==> src/rtl/pipe_alu.sv <==
// Pipelined ALU with a valid/ready handshake on both sides and an iterative
// restoring divider; single-cycle ops complete in one clock, DIV takes W clocks.
module pipe_alu #(
  parameter int W  = 16,
  parameter int SW = $clog2(W)
) (
  input  logic         clk,
  input  logic         rst,
  input  logic         in_valid,
  output logic         in_ready,
  input  logic [W-1:0] A,
  input  logic [W-1:0] B,
  input  logic [3:0]   op,
  output logic         out_valid,
  input  logic         out_ready,
  output logic [W-1:0] Y,
  output logic         carry,
  output logic         overflow,
  output logic         zero,
  output logic         negative,
  output logic         busy
);

  localparam int CW = $clog2(W);

  localparam logic [3:0] OP_ADD  = 4'h0;
  localparam logic [3:0] OP_SUB  = 4'h1;
  localparam logic [3:0] OP_AND  = 4'h2;
  localparam logic [3:0] OP_OR   = 4'h3;
  localparam logic [3:0] OP_XOR  = 4'h4;
  localparam logic [3:0] OP_XNOR = 4'h5;
  localparam logic [3:0] OP_SLL  = 4'h6;
  localparam logic [3:0] OP_SRL  = 4'h7;
  localparam logic [3:0] OP_ROL  = 4'h8;
  localparam logic [3:0] OP_ROR  = 4'h9;
  localparam logic [3:0] OP_GT   = 4'hA;
  localparam logic [3:0] OP_EQ   = 4'hB;
  localparam logic [3:0] OP_MUL  = 4'hC;
  localparam logic [3:0] OP_DIV  = 4'hD;
  localparam logic [3:0] OP_CLR  = 4'hE;

  typedef enum logic [1:0] {ST_IDLE, ST_HOLD, ST_DIV} state_e;

  state_e         r_state, w_nextState;
  logic [W-1:0]   r_y;
  logic           r_carry, r_ovf, r_zero, r_neg;
  logic [W-1:0]   r_quotient, r_rem, r_divisor;
  logic [CW-1:0]  r_cnt;

  logic           w_accept, w_isDiv, w_divDone, w_divZero, w_qBit;
  logic [SW-1:0]  w_shamt;
  logic [31:0]    w_rotAmt;
  logic [W:0]     w_sum, w_diffAB, w_sll, w_srl, w_remShift, w_diff;
  logic [2*W-1:0] w_prod;
  logic [W-1:0]   w_remNext, w_quoNext, w_divY;
  logic [W-1:0]   w_aluY;
  logic           w_aluC, w_aluV;

  assign in_ready  = !rst && (r_state != ST_DIV) && ((r_state != ST_HOLD) || out_ready);
  assign w_accept  = in_valid && in_ready;
  assign w_isDiv   = (op == OP_DIV);
  assign w_divDone = (r_cnt == CW'(W - 1));

  assign out_valid = (r_state == ST_HOLD);
  assign busy      = (r_state == ST_DIV);
  assign Y         = r_y;
  assign carry     = r_carry;
  assign overflow  = r_ovf;
  assign zero      = r_zero;
  assign negative  = r_neg;

  // Shifts are one bit wider so the last bit shifted out lands in a fixed position.
  assign w_shamt  = B[SW-1:0];
  assign w_rotAmt = 32'(w_shamt) % 32'(W);
  assign w_sum    = {1'b0, A} + {1'b0, B};
  assign w_diffAB = {1'b0, A} - {1'b0, B};
  assign w_sll    = {1'b0, A} << w_shamt;
  assign w_srl    = {A, 1'b0} >> w_shamt;
  assign w_prod   = {{W{1'b0}}, A} * {{W{1'b0}}, B};

  always_comb begin
    w_aluY = '0;
    w_aluC = 1'b0;
    w_aluV = 1'b0;
    case (op)
      OP_ADD: begin
        w_aluY = w_sum[W-1:0];
        w_aluC = w_sum[W];
        w_aluV = (A[W-1] == B[W-1]) && (w_sum[W-1] != A[W-1]);
      end
      OP_SUB: begin
        w_aluY = w_diffAB[W-1:0];
        w_aluC = w_diffAB[W];
        w_aluV = (A[W-1] != B[W-1]) && (w_diffAB[W-1] != A[W-1]);
      end
      OP_AND:  w_aluY = A & B;
      OP_OR:   w_aluY = A | B;
      OP_XOR:  w_aluY = A ^ B;
      OP_XNOR: w_aluY = ~(A ^ B);
      OP_SLL: begin
        w_aluY = w_sll[W-1:0];
        w_aluC = w_sll[W];
      end
      OP_SRL: begin
        w_aluY = w_srl[W:1];
        w_aluC = w_srl[0];
      end
      OP_ROL:  w_aluY = (A << w_rotAmt) | (A >> (32'(W) - w_rotAmt));
      OP_ROR:  w_aluY = (A >> w_rotAmt) | (A << (32'(W) - w_rotAmt));
      OP_GT:   w_aluY = {{(W-1){1'b0}}, (A > B)};
      OP_EQ:   w_aluY = {{(W-1){1'b0}}, (A == B)};
      OP_MUL: begin
        w_aluY = w_prod[W-1:0];
        w_aluV = |w_prod[2*W-1:W];
      end
      OP_CLR:  w_aluY = '0;
      default: w_aluY = A;
    endcase
  end

  // One restoring step: the dividend drains out of the quotient register MSB first.
  assign w_remShift = {r_rem, r_quotient[W-1]};
  assign w_diff     = w_remShift - {1'b0, r_divisor};
  assign w_qBit     = ~w_diff[W];
  assign w_remNext  = w_qBit ? w_diff[W-1:0] : w_remShift[W-1:0];
  assign w_quoNext  = {r_quotient[W-2:0], w_qBit};
  assign w_divZero  = (r_divisor == '0);
  assign w_divY     = w_divZero ? '0 : w_quoNext;

  always_comb begin
    w_nextState = r_state;
    case (r_state)
      ST_IDLE, ST_HOLD: begin
        if (w_accept)
          w_nextState = w_isDiv ? ST_DIV : ST_HOLD;
        else if ((r_state == ST_HOLD) && !out_ready)
          w_nextState = ST_HOLD;
        else
          w_nextState = ST_IDLE;
      end
      ST_DIV:  if (w_divDone) w_nextState = ST_HOLD;
      default: w_nextState = ST_IDLE;
    endcase
  end

  always_ff @(posedge clk) begin
    if (rst) r_state <= ST_IDLE;
    else     r_state <= w_nextState;
  end

  always_ff @(posedge clk) begin
    if (rst) begin
      r_y        <= '0;
      r_carry    <= 1'b0;
      r_ovf      <= 1'b0;
      r_zero     <= 1'b0;
      r_neg      <= 1'b0;
      r_quotient <= '0;
      r_rem      <= '0;
      r_divisor  <= '0;
      r_cnt      <= '0;
    end else if (w_accept) begin
      if (w_isDiv) begin
        r_quotient <= A;
        r_divisor  <= B;
        r_rem      <= '0;
        r_cnt      <= '0;
      end else begin
        r_y     <= w_aluY;
        r_carry <= w_aluC;
        r_ovf   <= w_aluV;
        r_zero  <= (w_aluY == '0);
        r_neg   <= w_aluY[W-1];
      end
    end else if (r_state == ST_DIV) begin
      r_quotient <= w_quoNext;
      r_rem      <= w_remNext;
      r_cnt      <= r_cnt + CW'(1);
      if (w_divDone) begin
        r_y     <= w_divY;
        r_carry <= 1'b0;
        r_ovf   <= w_divZero;
        r_zero  <= (w_divY == '0);
        r_neg   <= w_divY[W-1];
      end
    end
  end

endmodule

==> config.mk <==
export PLATFORM = sky130hd
export DESIGN_NAME = pipe_alu
export DESIGN_NICKNAME = d
export VERILOG_FILES = /design/src/rtl/pipe_alu.sv
export SDC_FILE = /design/constraint.sdc
export NUM_CORES = 1
export LEC_CHECK = 0
export CAP_MARGIN = 0
export CORE_UTILIZATION = 65
export CTS_CLUSTER_SIZE = 30
export DETAILED_ROUTE_END_ITERATION = 8
export PLACE_DENSITY = 0.91
export SLEW_MARGIN = 5
export SYNTH_ARGS = -nofsm -noshare
export SYNTH_HDL_FRONTEND = slang
export SYNTH_SLANG_ARGS = --single-unit
==> constraint.sdc <==
create_clock -name clk -period 11.03 [get_ports clk]
set_input_delay 2.206 -clock clk [delete_from_list [all_inputs] [get_ports clk]]
set_output_delay 2.206 -clock clk [all_outputs]
set_load 0.01 [all_outputs]
; After elaboration in Yosys (flattened, before gate mapping)
; Cells that the tools add are included.
[word_totals]
ff_bits = 74
input_bits = 40
elab_cells = 117
[op_classes]
add_sub_neg = 5
n_mul = 1
n_lt_le_gt_ge = 1
n_eq_ne = 27
shift = 6
muxes = 39
n_bitwise = 7
reduce_logical = 21
[op_table]
columns = op, n
row1 = 16-bit case mux with 14 select lines, 1
row2 = 16-bit two-way mux, 12
row3 = 16-bit logical NOT, 3
row4 = 16-bit bitwise OR, 3
row5 = "4-bit equality test, second input constant", 8
row6 = 16-bit by 16-bit multiplier with 32-bit output, 1
row7 = 16-bit by 32-bit left shift with 16-bit output, 1
row8 = 16-bit by 32-bit right shift with 16-bit output, 1
row9 = 16-bit by 16-bit adder with 17-bit output, 1
row10 = 1-bit two-way mux, 17
row11 = 16-bit by 4-bit left shift with 17-bit output, 1
row12 = 17-bit by 4-bit right shift with 17-bit output, 1
row13 = 16-bit by 16-bit subtractor with 17-bit output, 1
row14 = 17-bit by 16-bit subtractor with 17-bit output, 1
row15 = 16-bit bitwise AND, 1
row16 = 16-bit equality test, 1
row17 = "4-bit by 3-bit equality test with 1-bit output, second input constant", 4
row18 = 16-bit > comparator, 1
row19 = 16-bit inverter, 1
row20 = 16-bit OR reduction, 1
row21 = 16-bit by 4-bit left shift with 16-bit output, 1
row22 = 16-bit by 4-bit right shift with 16-bit output, 1
row23 = 16-bit bitwise XOR, 1
row24 = 4-bit two-way mux, 3
row25 = other kinds (24), 40

; Logic depth before layout (Yosys ltp)
[depth]
ltp_word = 7
mapped_depth = 29
mapped_depth_nobuf = 25

; Least setup slack after synthesis
; Ideal clock, no wire load.
[synth_timing]
path_type = input-to-reg
start = in B[1]
end = reg r_ovf, in the netlist overflow
setup_time_ps = 131
t_arrival_ps = 9208
path_slack_ps = 1691
path_stages = 27
cell_sequence = buf_6 -> buf_6 -> clkbuf_1 -> clkbuf_1 -> clkbuf_1 -> buf_1 -> nand2_1 -> fa_1 -> fa_1 -> inv_1 -> fa_1 -> fa_1 -> inv_1 -> fa_1 -> fa_1 -> inv_1 -> ha_1 -> a21o_1 -> a21oi_1 -> a21boi_0 -> a221oi_1 -> o41ai_1 -> o21ai_0 -> a2111oi_0 -> a211oi_1 -> nor4_1 -> a31oi_1
[synth_between]
elab_chain_cells = 6
[synth_rtl]
columns = element, line_no
row1 = from (decl), 12  ; input logic [W-1:0] B,
row2 = branches (longest 3 deep; another with 16-bit by 16-bit multiplier with 32-bit output), --
row3 = 1-bit case mux with 3 select lines *, 85  ; case (op)
row4 = 1-bit two-way mux *, 163  ; if (w_isDiv) begin
row5 = 1-bit two-way mux *, 162  ; end else if (w_accept) begin
row6 = to (signal assigned), 171  ; r_ovf <= w_aluV;
row7 = to (signal assigned), 182  ; r_ovf <= w_divZero;
row8 = to (decl), 46  ; logic r_carry, r_ovf, r_zero, r_neg;
; Mark *: on every way between the ends. The select of a mux whose other input is x is not followed.
; A chain may end at the register's enable or synchronous reset.

; Worst setup path in the final report
[layout_timing]
start = in A[7]
end = reg r_ovf, in the netlist overflow
[layout_between]
elab_chain_cells = 6
[layout_rtl]
columns = element, line_no
row1 = from (decl), 11  ; input logic [W-1:0] A,
row2 = branches (longest 3 deep; another with 16-bit by 16-bit multiplier with 32-bit output), --
row3 = 1-bit case mux with 3 select lines *, 85
row4 = 1-bit two-way mux *, 163
row5 = 1-bit two-way mux *, 162
; Marked as above.

==> results.md <==
- IR drop worst, VDD: 1.55 mV
- Die area: 0.0292 mm2
- Slew HR: 16.8%
- Post-place instance area: ~0.019 mm2
- Seq/Total Area, Yosys: approximately 7.9%
- R2R Setup Slk: approximately 6.6 ns
- Post_cts resized: 0
- Nets@finish: 2730
- Met2 Usage GRT: between 70% and 80%
- EDFF count, synth: 0
- Endpoints failing setup: 0
- IO Pins: 63
- Worst min-delay path startpoint: Y[0]$_SDFFE_PP0P_
- P_int: 0.00198 W
- Endpoints failing hold: 0
- Top-area cell type share of the netlist area: between 20% and 30%
- Max-slew violation count: 0
- Distinct cell type count after synthesis: 93
- Leakage power: 8.56 nW
- Grt met1 use: 60.3%
- Clock Skew: roughly 0.019 ns
- Mean area per synthesized cell: 7.82 um2
- FF-to-FF End: r_rem[8]$_SDFFE_PP0P_
- Comb pwr share: between 80% and 90%
- Dominant cell type by area after synthesis: fa_1
- Flop pwr share: 5.6%
- DR pass1 iterations: 8
- Overall power consumption: just under 0.005 W
- Sink Count: 73
- Post-route cell area: 0.0196 mm2
- Number of cell rows: 61
- Gr ovfl total: 0
- Total number of vias: 19100
- Asr flop ratio synth: 0%
- Drt total wl: 71.5 mm
- RSZ-0062 raised after global routing: false
- R2R Path Start: r_state[1]$_SDFFE_PP0P_
- Cell area after technology mapping: 0.0185 mm2
- CTS tree: done
- Initial DRC Count: 3217
- Worst hold-check path type: flop to flop
- Post-synth top cells: 311 x nand2_1, 268 x nor2_1, 266 x inv_1, 197 x fa_1, 171 x ha_1
- Most common cell in the netlist: nand2_1
- Die height: 171 um
- First-pass GRT wire length: around 110 mm
- Seq cells post-synth: 73
- Worst-path clk slew: 0.07 ns
- Layout area overhead: 5.75%
- Deepest clock path buffer count: 2
- Status: finished, final reports clean
- Hold buffer count at cts: 0
- Worst Path Required: ~11 ns
- Final ANT Viol Nets: 0
- Worst-Skew Late Latency: 0.38 ns
- Period utilisation layout: 93.1%
- Crit path largest cell delay: 1.08 ns
- Vias in the first global route: between 15000 and 20000
- Initial Util: 66.4%
- DP HPWL: 53.8 mm
- Gate Count Post-Synth: 2366
- Crit path kind: primary input to flop
- Slowest-stage cell, CP: clkdlybuf4s50_1
- Initial antenna violation count: 1
- Synth area leaders: fa_1 21%, ha_1 12%, dfxtp_1 7.9%
- Clock Tree Root: clkbuf_16
- Yosys warns: 0
- Max Fanout on Critical Path: 15
- Measured slew at the worst slew-check pin: 1.23 ns
- Vias per cell: 7.07
- Proportion of layout cells with a drive suffix above 1: 7.13%
- WL per Instance: 26.4 um
- Reg2Reg Depth: 8
- Core area: 0.0279 mm2
- CP most frequent cell: fa_1
- Postcts setup bufs: 0
- Net Sw Frac: between 50% and 60%
- Port Buffer Count: 62
- Layout fillers: roughly 2200
- Clock H-tree levels: 3
- WHS Path Cells: 2
- Fin Setup TNS: 0 ns
- Largest net degree at the start of global routing: 59
- Worst setup EP type: flop
- Cts bufs inserted: 9
- # DRC: 0
- Die width: 171 um
- Synth Flop Type: dfxtp_1
- Clk network pwr share: 6.2%
- P_sw: between 0.002 and 0.003 W
- GRT Util Overall: 50.6%
- Final Util: 70.3%
- PD cells: around 250 mW/mm2
- Final min period: 10.27 ns
- Fmax achieved: 97.3 MHz
- Final hold slack: 0.475 ns
- Met3 Track Usage GR: 16.8%
- GR peak layer: met2
- Placer Congestion: 1.05
- Max_cap viols: 0
- Hold Path End: Y[0]$_SDFFE_PP0P_
- Worst setup SP type: primary input
- Crit-path cells: clkdlybuf4s50_1 -> ha_1 -> inv_1 -> fa_1 -> fa_1 -> fa_1 -> fa_1 -> fa_1 -> fa_1 -> inv_1 -> ha_1 -> a21o_1 -> a21oi_1 -> a21boi_0 -> a221oi_1 -> o41ai_1 -> o21ai_0 -> a2111oi_0 -> a211oi_1 -> nor4_1 -> a31oi_1
- Synthesized net count: 2774
- CP arrival: 10.50 ns
## logic make-up (layout without fill, tap and decap cells)
| group | after synthesis | count (layout) | share of synthesized area [%] |
|---|---|---|---|
| adder cells (fa/ha/maj) | 368 | 368 | 32.9 |
| other | 0 | 1 | 0 |
| multiplexers | 122 | 122 | 9.62 |
| buffers and inverters | 457 | 418 | 9.64 |
| XOR/XNOR | 39 | 39 | 1.95 |
| AO/OA/AOI/OAI | 480 | 480 | 18.0 |
| flip-flops | 73 | 73 | 7.90 |
| AND/OR/NAND/NOR | 827 | 827 | 20.1 |
## registers in the layout (all words and copies together) (netlist names)
signal / cells
Y: 16
r_divisor: 16
r_quotient: 16
r_rem: 16
r_cnt: 4
r_state: 2
carry: 1
overflow: 1
zero: 1
## through the flow
step / setup WS [ns] / std cells
6_report: 0.757 / 2706
5_1_grt: 0.751 / 2705
4_1_cts: 1.09 / 2705
3_5_place_dp: 0.769 / 2689
3_3_place_gp: 1.29 / 2689
2_1_floorplan: 1.69 / 2366
## worst max-delay path by stage
stage	from	endpoint	slack [ns]	cells after the start
6_report	A[7]	overflow$_SDFFE_PP0P_	0.76	21
5_1_grt	A[7]	overflow$_SDFFE_PP0P_	0.75	21
4_1_cts	A[7]	overflow$_SDFFE_PP0P_	1.09	21
3_5_place_dp	A[7]	overflow$_SDFFE_PP0P_	0.77	21
3_3_place_gp	A[7]	overflow$_SDFFE_PP0P_	1.29	21
2_1_floorplan	B[1]	overflow$_SDFFE_PP0P_	1.69	27
## layout by cell type, fill, tap and decap left out, types with 29 or more instances in the layout
cell type	netlist	final
nand2_1	311	311
nor2_1	268	267
inv_1	266	266
fa_1	197	197
ha_1	171	171
a21oi_1	122	122
o21ai_0	75	75
dfxtp_1	73	73
mux2i_1	62	62
clkdlybuf4s50_1	0	58
buf_4	5	53
nor3_1	50	50
mux4_2	43	43
nand3_1	35	35
a211oi_1	30	29
## worst max-delay path, delay by kind of cell
kind / cells / cell delay, ns
adders and majority gates: 8 / 3.76
and+or+nand+nor: 1 / 0.25
AOI/OAI and AO/OA: 9 / 2.98
buffers and inverters: 3 / 1.30
## routing by layer
| layer | share of wire, % | up-vias |
|---|---|---|
| li1 | - | 8045 |
| met1 | 34 | 9052 |
| met2 | 43 | 1537 |
| met3 | 14 | 494 |
| met4 | 9.5 | 2 |
| met5 | 0.022 | - |
## area by class of cell
class                      instances  area, um2  area share (%)
tap                              378        473            2.42
sequential                        73       1460            7.47
clock buffer                       9        225            1.15
multi-input combinational       1836      15300            78.0
timing repair buffer             114        993            5.08
clock inverter                     7       60.1           0.307
antenna                            1       2.50          0.0128
inverter                         288       1080            5.52
## power by group through the flow
stage	Sequential, W	Clock [W]	Combinational [W]
after global placement	0.000281	0	0.00396
final	0.000275	0.000302	0.00432
after CTS	0.000275	0.000296	0.00419
after detailed placement	0.000281	0	0.00416
after floorplan	0.000282	0	0.00289
after global routing	0.000276	0.000312	0.00466
No activity file was read; power rests on OpenSTA's default activity.
